--- src/rtl/router_output_scheduler_if.sv ---
// router_output_scheduler_if: request/grant/credit bundle between router inputs and one output scheduler
interface router_output_scheduler_if #(
  parameter int NUM_INPUTS        = 5,
  parameter int FLIT_BUFFER_DEPTH = 8,
  parameter int CREDIT_WIDTH      = $clog2(FLIT_BUFFER_DEPTH + 1),
  parameter int IDX_WIDTH         = $clog2(NUM_INPUTS)
);
  logic [NUM_INPUTS-1:0]   req;
  logic [NUM_INPUTS-1:0]   req_is_tail;
  logic [NUM_INPUTS-1:0]   turn_disable;
  logic                    credit_in;
  logic [NUM_INPUTS-1:0]   grant;
  logic [IDX_WIDTH-1:0]    owner_idx;
  logic                    locked;
  logic                    send_out;
  logic [CREDIT_WIDTH-1:0] credits;
  logic                    credit_err;
  modport master (
    output req, req_is_tail, turn_disable, credit_in,
    input  grant, owner_idx, locked, send_out, credits, credit_err
  );
  modport slave (
    input  req, req_is_tail, turn_disable, credit_in,
    output grant, owner_idx, locked, send_out, credits, credit_err
  );
endinterface

--- src/rtl/router_output_scheduler.sv ---
// router_output_scheduler: round-robin wormhole arbiter for one output link with downstream credit gating
module router_output_scheduler #(
  parameter int NUM_INPUTS        = 5,
  parameter int FLIT_BUFFER_DEPTH = 8,
  parameter int CREDIT_WIDTH      = $clog2(FLIT_BUFFER_DEPTH + 1),
  parameter int IDX_WIDTH         = $clog2(NUM_INPUTS)
) (
  input  logic                     clk_noc,
  input  logic                     rst_noc_sync,
  router_output_scheduler_if.slave bus
);
  typedef enum logic {IDLE, LOCKED} state_t;
  state_t                  state, state_next;
  logic [IDX_WIDTH-1:0]    owner_q, rr_ptr, winner;
  logic [CREDIT_WIDTH-1:0] credits_q;
  logic [NUM_INPUTS-1:0]   eligible;
  logic                    err_q, send, sat;
  always_comb begin
    int j;
    j = 0;
    eligible = bus.req & ~bus.turn_disable;
    winner = '0;
    for (int k = NUM_INPUTS; k >= 1; k--) begin
      j = int'(rr_ptr) + k;
      j = j >= NUM_INPUTS ? j - NUM_INPUTS : j;
      winner = eligible[j] ? IDX_WIDTH'(j) : winner;
    end
    send = state == LOCKED && bus.req[owner_q] && credits_q != '0;
    sat = bus.credit_in && !send && credits_q == CREDIT_WIDTH'(FLIT_BUFFER_DEPTH);
    state_next = state == IDLE ? (|eligible ? LOCKED : IDLE)
                               : (send && bus.req_is_tail[owner_q] ? IDLE : LOCKED);
  end
  always_ff @(posedge clk_noc) begin
    if (rst_noc_sync) begin
      state     <= IDLE;
      owner_q   <= '0;
      rr_ptr    <= IDX_WIDTH'(NUM_INPUTS - 1);
      credits_q <= CREDIT_WIDTH'(FLIT_BUFFER_DEPTH);
      err_q     <= 1'b0;
    end else begin
      state     <= state_next;
      owner_q   <= state == IDLE && |eligible ? winner : owner_q;
      rr_ptr    <= state == LOCKED && state_next == IDLE ? owner_q : rr_ptr;
      credits_q <= sat ? credits_q : credits_q + CREDIT_WIDTH'(bus.credit_in) - CREDIT_WIDTH'(send);
      err_q     <= err_q | sat;
    end
  end
  assign bus.grant      = state == LOCKED ? NUM_INPUTS'(1) << owner_q : '0;
  assign bus.locked     = state == LOCKED;
  assign bus.owner_idx  = owner_q;
  assign bus.send_out   = send;
  assign bus.credits    = credits_q;
  assign bus.credit_err = err_q;
endmodule

--- src/flat_wrapper.sv ---
// flat-port wrapper written by rule: the top's interface ports become plain ports
module router_output_scheduler_flat 
#(
  parameter int NUM_INPUTS        = 5,
  parameter int FLIT_BUFFER_DEPTH = 8,
  parameter int CREDIT_WIDTH      = $clog2(FLIT_BUFFER_DEPTH + 1),
  parameter int IDX_WIDTH         = $clog2(NUM_INPUTS)
)
  (clk_noc, rst_noc_sync, bus_req, bus_req_is_tail, bus_turn_disable, bus_credit_in, bus_grant, bus_owner_idx, bus_locked, bus_send_out, bus_credits, bus_credit_err);
  router_output_scheduler_if #(.NUM_INPUTS(NUM_INPUTS), .FLIT_BUFFER_DEPTH(FLIT_BUFFER_DEPTH), .CREDIT_WIDTH(CREDIT_WIDTH), .IDX_WIDTH(IDX_WIDTH)) bus_i ();
  input  logic clk_noc;
  input  logic rst_noc_sync;
  input wire logic [$bits(bus_i.req)-1:0] bus_req;
  input wire logic [$bits(bus_i.req_is_tail)-1:0] bus_req_is_tail;
  input wire logic [$bits(bus_i.turn_disable)-1:0] bus_turn_disable;
  input wire logic [$bits(bus_i.credit_in)-1:0] bus_credit_in;
  output wire logic [$bits(bus_i.grant)-1:0] bus_grant;
  output wire logic [$bits(bus_i.owner_idx)-1:0] bus_owner_idx;
  output wire logic [$bits(bus_i.locked)-1:0] bus_locked;
  output wire logic [$bits(bus_i.send_out)-1:0] bus_send_out;
  output wire logic [$bits(bus_i.credits)-1:0] bus_credits;
  output wire logic [$bits(bus_i.credit_err)-1:0] bus_credit_err;
  assign bus_i.req = bus_req;
  assign bus_i.req_is_tail = bus_req_is_tail;
  assign bus_i.turn_disable = bus_turn_disable;
  assign bus_i.credit_in = bus_credit_in;
  assign bus_grant = bus_i.grant;
  assign bus_owner_idx = bus_i.owner_idx;
  assign bus_locked = bus_i.locked;
  assign bus_send_out = bus_i.send_out;
  assign bus_credits = bus_i.credits;
  assign bus_credit_err = bus_i.credit_err;
  router_output_scheduler #(.NUM_INPUTS(NUM_INPUTS), .FLIT_BUFFER_DEPTH(FLIT_BUFFER_DEPTH), .CREDIT_WIDTH(CREDIT_WIDTH), .IDX_WIDTH(IDX_WIDTH)) u_core (.clk_noc(clk_noc), .rst_noc_sync(rst_noc_sync), .bus(bus_i));
endmodule
--- config.mk ---
export PLATFORM = sky130hd
export DESIGN_NAME = router_output_scheduler_flat
export DESIGN_NICKNAME = d
export VERILOG_FILES = /design/src/rtl/router_output_scheduler_if.sv /design/src/rtl/router_output_scheduler.sv /design/src/flat_wrapper.sv
export SDC_FILE = /design/constraint.sdc
export NUM_CORES = 1
export LEC_CHECK = 0
export CORE_MARGIN = 5
export CORE_UTILIZATION = 54
export CTS_CLUSTER_SIZE = 8
export DETAILED_ROUTE_END_ITERATION = 12
export PLACE_DENSITY_LB_ADDON = 0.2
export SYNTH_ARGS = -nofsm -noshare
export SYNTH_HDL_FRONTEND = slang
export SYNTH_SLANG_ARGS = --single-unit
--- constraint.sdc ---
create_clock -name clk_noc -period 3.88 [get_ports clk_noc]
set_input_delay 0.776 -clock clk_noc [delete_from_list [all_inputs] [get_ports clk_noc]]
set_output_delay 0.776 -clock clk_noc [all_outputs]
set_load 0.02 [all_outputs]
==> metrics, run 1 <==
WL final 5.09 mm; # DRC 0; Hold WC Path Type flip-flop to flip-flop; RSZ-0062 raised after global routing false; grt ovf 0; Max VDD drop 302 uV; Tmin final 3.62 ns; Die Wd 68.7 um; Worst-Margin Slew 0.511 ns; Ports 33; initial cell density of the core 0.558; Reg2Reg Depth 11; Area growth syn-to-layout 19.8%; hold wc startpoint u_core.bus.credit_err$_SDFF_PP0_; fin crit share 0.932; Setup crit end kind output pin; top-area cell type share of the netlist area 0.129; postcts setup bufs 0; pwr dens 410 mW/mm2; Placer Congestion 0.892; first-pass GRT wire length 8.08 mm; met1 Resource Use GR 0.311; core area 0.00334 mm2; worst-case clock skew 0.00107 ns; Post-DP HPWL 3.97 mm; async set or reset register ratio after synthesis 0; GRT busiest layer met2; Setup-failing EPs final 0; CTS clk-pin slew, worst paths 0.08 ns; routed len/inst 16.3 um; die area 0.00472 mm2; detailed router's first-iteration violation count 154; Pwr Total 0.914 mW; Leak 0.856 nW; Gate Count Post-Synth 241; largest buffer count on any clock path 2; setup_tns 0 ns; cts repair resizes 0; Tot GR Track Use 0.223; CTS Buf Count 3; final net count 306; CTS root buf clkbuf_4; largest net degree at the start of global routing 26; Antenna Cells 0; #FFs+latches synth 12; initial antenna violation count 0; hold depth 2; EDFF count, synth 0; Die Y-Extent 68.7 um; Pre-antenna DRT Iters 4; met3 GRT Util 0.0276; worst relative slew slack 0.657; synth top area cells dfxtp_1 13%, ha_1 12%, mux2i_1 6.5%; CP Class input port to output pin; Yosys cell types 60; vias in the first global route 1667; post-route ant nets 0; IO Port Bufs 32; CP Launch Type input port; TritonCTS clock tree done; syn_nets 279; crit path max fanout 5; post-synthesis sequential area ratio 0.129; via count 1879; hold buffer count at CTS 0; worst skew pair latency 0.28 ns; Peak Freq 277 MHz; post-DR vias/cell 6.00; Reg-to-Reg Start u_core.rr_ptr[0]$_SDFFE_PP0P_; met2 Use GR 0.373; worst path required time 3.10 ns; final hold violations 0; Post-Syn Area 0.00186 mm2; Avg Inst Size Synth 7.72 um2; share of layout cells above drive strength 1 0.0749; floorplan row count 21; Yosys top cell by area dfxtp_1; H-tree levels 1; critical path data arrival time 2.84 ns; Yosys warning total 0; Post-synth top flop dfxtp_1; Commonest cells post-synth 20 x nor2_1, 18 x ha_1, 15 x a21oi_1, 14 x inv_1, 14 x nand2b_1; status completed; crit path from bus_req[0]; most frequent cell after synthesis nor2_1; CTS sink count 12; max-slew violation count 0; MaxCap Viol Count 0
[flip-flops by register name, summed over array words and instances, names as in the netlist]
| register | flops |
|---|---|
| u_core.rr_ptr | 3 |
| u_core.bus.locked | 1 |
| u_core.bus.credit_err | 1 |
| u_core.bus.credits | 4 |
| u_core.bus.owner_idx | 3 |
[area by class of cell]
class | instances | area, um2
multi-input cells | 199 | 1480
fillers | 307 | 1110
repair buffers | 36 | 350
flip-flops and latches | 12 | 240
inverters | 16 | 60.1
well taps | 46 | 57.6
clock buffers | 4 | 36.3
[per-layer routing]
metal | routed length [um] | share of wire
met5 | 0 | 0
met4 | 34 | 0.0067
met3 | 301 | 0.059
met2 | 2420 | 0.48
met1 | 2330 | 0.46
[placed cells by master, fill, tap and decap left out, types with 5 or more instances in the layout]
cell / synthesis / final
a21oi_1: 15 / 15
clkdlybuf4s50_1: 0 / 32
dfxtp_1: 12 / 12
ha_1: 18 / 18
inv_1: 14 / 14
mux2i_1: 12 / 12
nand2_1: 10 / 10
nand2b_1: 14 / 14
nand3_1: 6 / 6
nor2_1: 20 / 20
nor2b_1: 7 / 7
nor3_1: 13 / 13
nor3b_1: 7 / 7
o211ai_1: 8 / 8
xnor2_1: 5 / 5
[power breakdown]
group          leakage (nW)  total, mW  internal (mW)  switching, mW
Sequential           0.0987      0.198          0.155         0.0429
Clock                0.0210      0.104         0.0571         0.0465
Combinational         0.736      0.612          0.287          0.325
Total                 0.856      0.914          0.499          0.414
[final timing paths]
kind                            slack, ns                              endpoint
worst min register to register       0.50      u_core.bus.credit_err$_SDFF_PP0_
worst max-delay path                 0.26                          bus_send_out
worst max register to register       0.77  u_core.bus.owner_idx[0]$_SDFFE_PP0P_
worst min-delay path                 0.50      u_core.bus.credit_err$_SDFF_PP0_
[worst max-delay path, cell delays in order]
cell	delay [ns]
clkdlybuf4s50_1	0.58
mux4_2	0.27
nor2_1	0.04
a211oi_1	0.47
clkdlybuf4s50_1	0.70
[cell families after synthesis]
kind of cell,count (synthesis),share of synthesized area
compound gates,58,0.221
xor+xnor,7,0.0330
fa+ha+maj,20,0.143
buf+inv,30,0.0733
flops,12,0.129
mux,16,0.101
simple gates,98,0.300
[metrics by stage]
step	utilization	area [um2]	worst slack [ns]	hold WS, ns	cells
3_5_place_dp	0.657	2190	0.244	0.476	309
4_1_cts	0.668	2230	0.243	0.501	313
3_3_place_gp	0.657	2190	0.277	0.454	309
6_report	0.668	2230	0.264	0.500	313
5_1_grt	0.668	2230	0.123	0.544	313
2_1_floorplan	-	1860	0.758	0.555	241
Note: power is estimated with default switching activity, not from simulation.
==> inputs of run 2 (changes only) <==
Settings changed: CORE_UTILIZATION 54 to 58, SLEW_MARGIN from default to 15.
Clock period 3.88 ns to 4.6 ns, I/O delays scaled along.
==> run 2 against run 1 <==
Critical path depth unchanged. Wire length up 1.7%. Via count up 3.5%. Clock-buffer cell count unchanged. Sequential power down 16%. Combinational power down 16%. First-iteration DRC count down 3.9%. Core utilization up 5.9 points. Critical path type unchanged.
==> metrics, run 2 (same netlist as run 1, synthesis figures left out) <==
Setup-failing EPs final 0 (unchanged); Die Wd 66.6 um (was 68.7 um); largest net degree at the start of global routing 26 (unchanged); CTS sink count 12 (unchanged); initial cell density of the core 0.609 (was 0.558); Die Y-Extent 66.6 um (was 68.7 um); NetSw 0.352 mW (was 0.414 mW); final net count 305 (was 306); WL final 5.17 mm (was 5.09 mm); Finished Cell Area 0.00222 mm2 (was 0.00223 mm2); Max VDD drop 247 uV (was 302 uV); Int Power 0.419 mW (was 0.499 mW); worst relative slew slack 0.627 (was 0.657); largest buffer count on any clock path 2 (unchanged); via count 1945 (was 1879); H-tree levels 1 (unchanged); vias in the first global route 1797 (was 1667); critical path data arrival time 3.02 ns (was 2.84 ns); MaxCap Viol Count 0 (unchanged); Flop pwr share 0.216 (was 0.217); Area growth syn-to-layout 19.2% (was 19.8%); Tmin final 3.94 ns; most common cell after layout, fill and taps aside clkdlybuf4s50_1 (unchanged); max-slew violation count 0 (unchanged); RSZ-0062 raised after global routing false (unchanged); Combinational Power Share 0.671 (was 0.670); Worst-Margin Slew 0.556 ns (was 0.511 ns); # DRC 0 (unchanged); grt ovf 0 (unchanged); placed cell count 306 (was 309); IO Port Bufs 32 (unchanged); cts repair resizes 0 (unchanged); Placer Congestion 0.946 (was 0.892); Tot GR Track Use 0.240 (was 0.223); post-DR vias/cell 6.27 (was 6.00); Layout Cells excl Fill 310 (was 313); core area 0.00305 mm2 (was 0.00334 mm2); max FFs per register 4 (unchanged); Hold WC Path Type flip-flop to flip-flop (unchanged); initial antenna violation count 0 (unchanged); critical path's largest stage delay 0.71 ns (was 0.70 ns); floorplan row count 20 (was 21); first-pass GRT wire length 8.27 mm (was 8.08 mm); switching part of the total power 0.456 (was 0.453); Antenna Cells 0 (unchanged); power share of the clock group 0.113 (about the same); delay-heaviest family, CP buffers and inverters (unchanged); final worst slack 0.660 ns (was 0.264 ns); Final Core Density 0.727 (was 0.668); worst path required time 3.68 ns (was 3.10 ns); CTS Buf Count 3 (unchanged); worst-case clock skew 0.00520 ns (was 0.00107 ns); CP max stage cell clkdlybuf4s50_1 (unchanged); CP Launch Type input port (unchanged); Pre-antenna DRT Iters 7 (was 4); setup_tns 0 ns (unchanged); Buf/Inv on CP 2 (unchanged); postcts setup bufs 0 (unchanged); CTS clk-pin slew, worst paths 0.08 ns (about the same); CTS root buf clkbuf_4 (unchanged); most frequent cells in the layout 32 x clkdlybuf4s50_1, 20 x nor2_1, 18 x ha_1, 15 x a21oi_1 (unchanged); final hold violations 0 (unchanged); pre-CTS WS 0.704 ns (was 0.244 ns); post-route ant nets 0 (unchanged); TritonCTS clock tree done (unchanged); Peak Freq 254 MHz; worst skew pair latency 0.28 ns (about the same); Ports 33 (unchanged); detailed router's first-iteration violation count 148 (was 154); routed len/inst 16.7 um (was 16.3 um); pwr dens 348 mW/mm2 (was 410 mW/mm2); fin crit share 0.856; die area 0.00444 mm2 (was 0.00472 mm2); status completed (unchanged); CP Class input port to output pin (unchanged); crit path max fanout 5 (unchanged); dpl cell area 0.00218 mm2 (was 0.00219 mm2); fillcell total 276 (was 307); CP Cell Sequence clkdlybuf4s50_1, mux4_2, nor2_1, a211oi_1, clkdlybuf4s50_1 (unchanged); Post-DP HPWL 3.99 mm (was 3.97 mm); share of layout cells above drive strength 1 0.0714 (was 0.0749); Leak 0.852 nW (was 0.856 nW); hold buffer count at CTS 0 (unchanged); most common cell type on the critical path clkdlybuf4s50_1 (unchanged); Setup crit end kind output pin (unchanged)
run 2: changes by cell type in the layout (fill, tap and decap cells not counted):
cell   change
buf_4      -1
run 2: final cells by class:
cell class	count	area, um2	area share
clock buffer	4	36.3	0.0164
sequential	12	240	0.108
multi-input combinational	199	1480	0.669
timing repair buffer	35	343	0.155
inverter	16	60.1	0.0271
tap	44	55.1	0.0248
run 2: power by group through the flow:
| stage | Clock (mW) | Combinational, mW | Sequential, mW |
|---|---|---|---|
| after CTS | 0.0896 | 0.514 | 0.166 |
| after detailed placement | 0 | 0.511 | 0.169 |
| after global routing | 0.0955 | 0.563 | 0.174 |
| final | 0.0871 | 0.517 | 0.166 |
| after global placement | 0 | 0.496 | 0.170 |
| after floorplan | 0 | 0.347 | 0.183 |
run 2: worst paths after layout:
check	start	to	slack, ns	depth (start not counted)
max	bus_req[0]	bus_send_out	0.66	5
min	u_core.bus.credit_err$_SDFF_PP0_	u_core.bus.credit_err$_SDFF_PP0_	0.47	2
max reg2reg	u_core.rr_ptr[1]$_SDFFE_PP0P_	u_core.bus.owner_idx[1]$_SDFFE_PP0P_	1.18	9
min reg2reg	u_core.bus.credit_err$_SDFF_PP0_	u_core.bus.credit_err$_SDFF_PP0_	0.47	2
run 2: through the flow:
step | hold WS (ns) | power [mW]
after detailed placement | 0.467 | 0.680
after floorplan | 0.555 | 0.530
after global routing | 0.529 | 0.833
final | 0.472 | 0.771
after CTS | 0.482 | 0.769
after global placement | 0.453 | 0.665
run 2: layer usage:
layer	track usage	up-vias	share of wire
met4	0.0736	0	0.020
met1	0.316	891	0.43
met2	0.382	99	0.47
met5	0	-	0
li1	-	936	-
met3	0.0590	19	0.081
run 2: worst min-delay path, delay by kind of cell, from the launching register on:
family | cells | cell delay (ns)
flip-flops | 1 | 0.33
AND/OR/NAND/NOR | 2 | 0.12
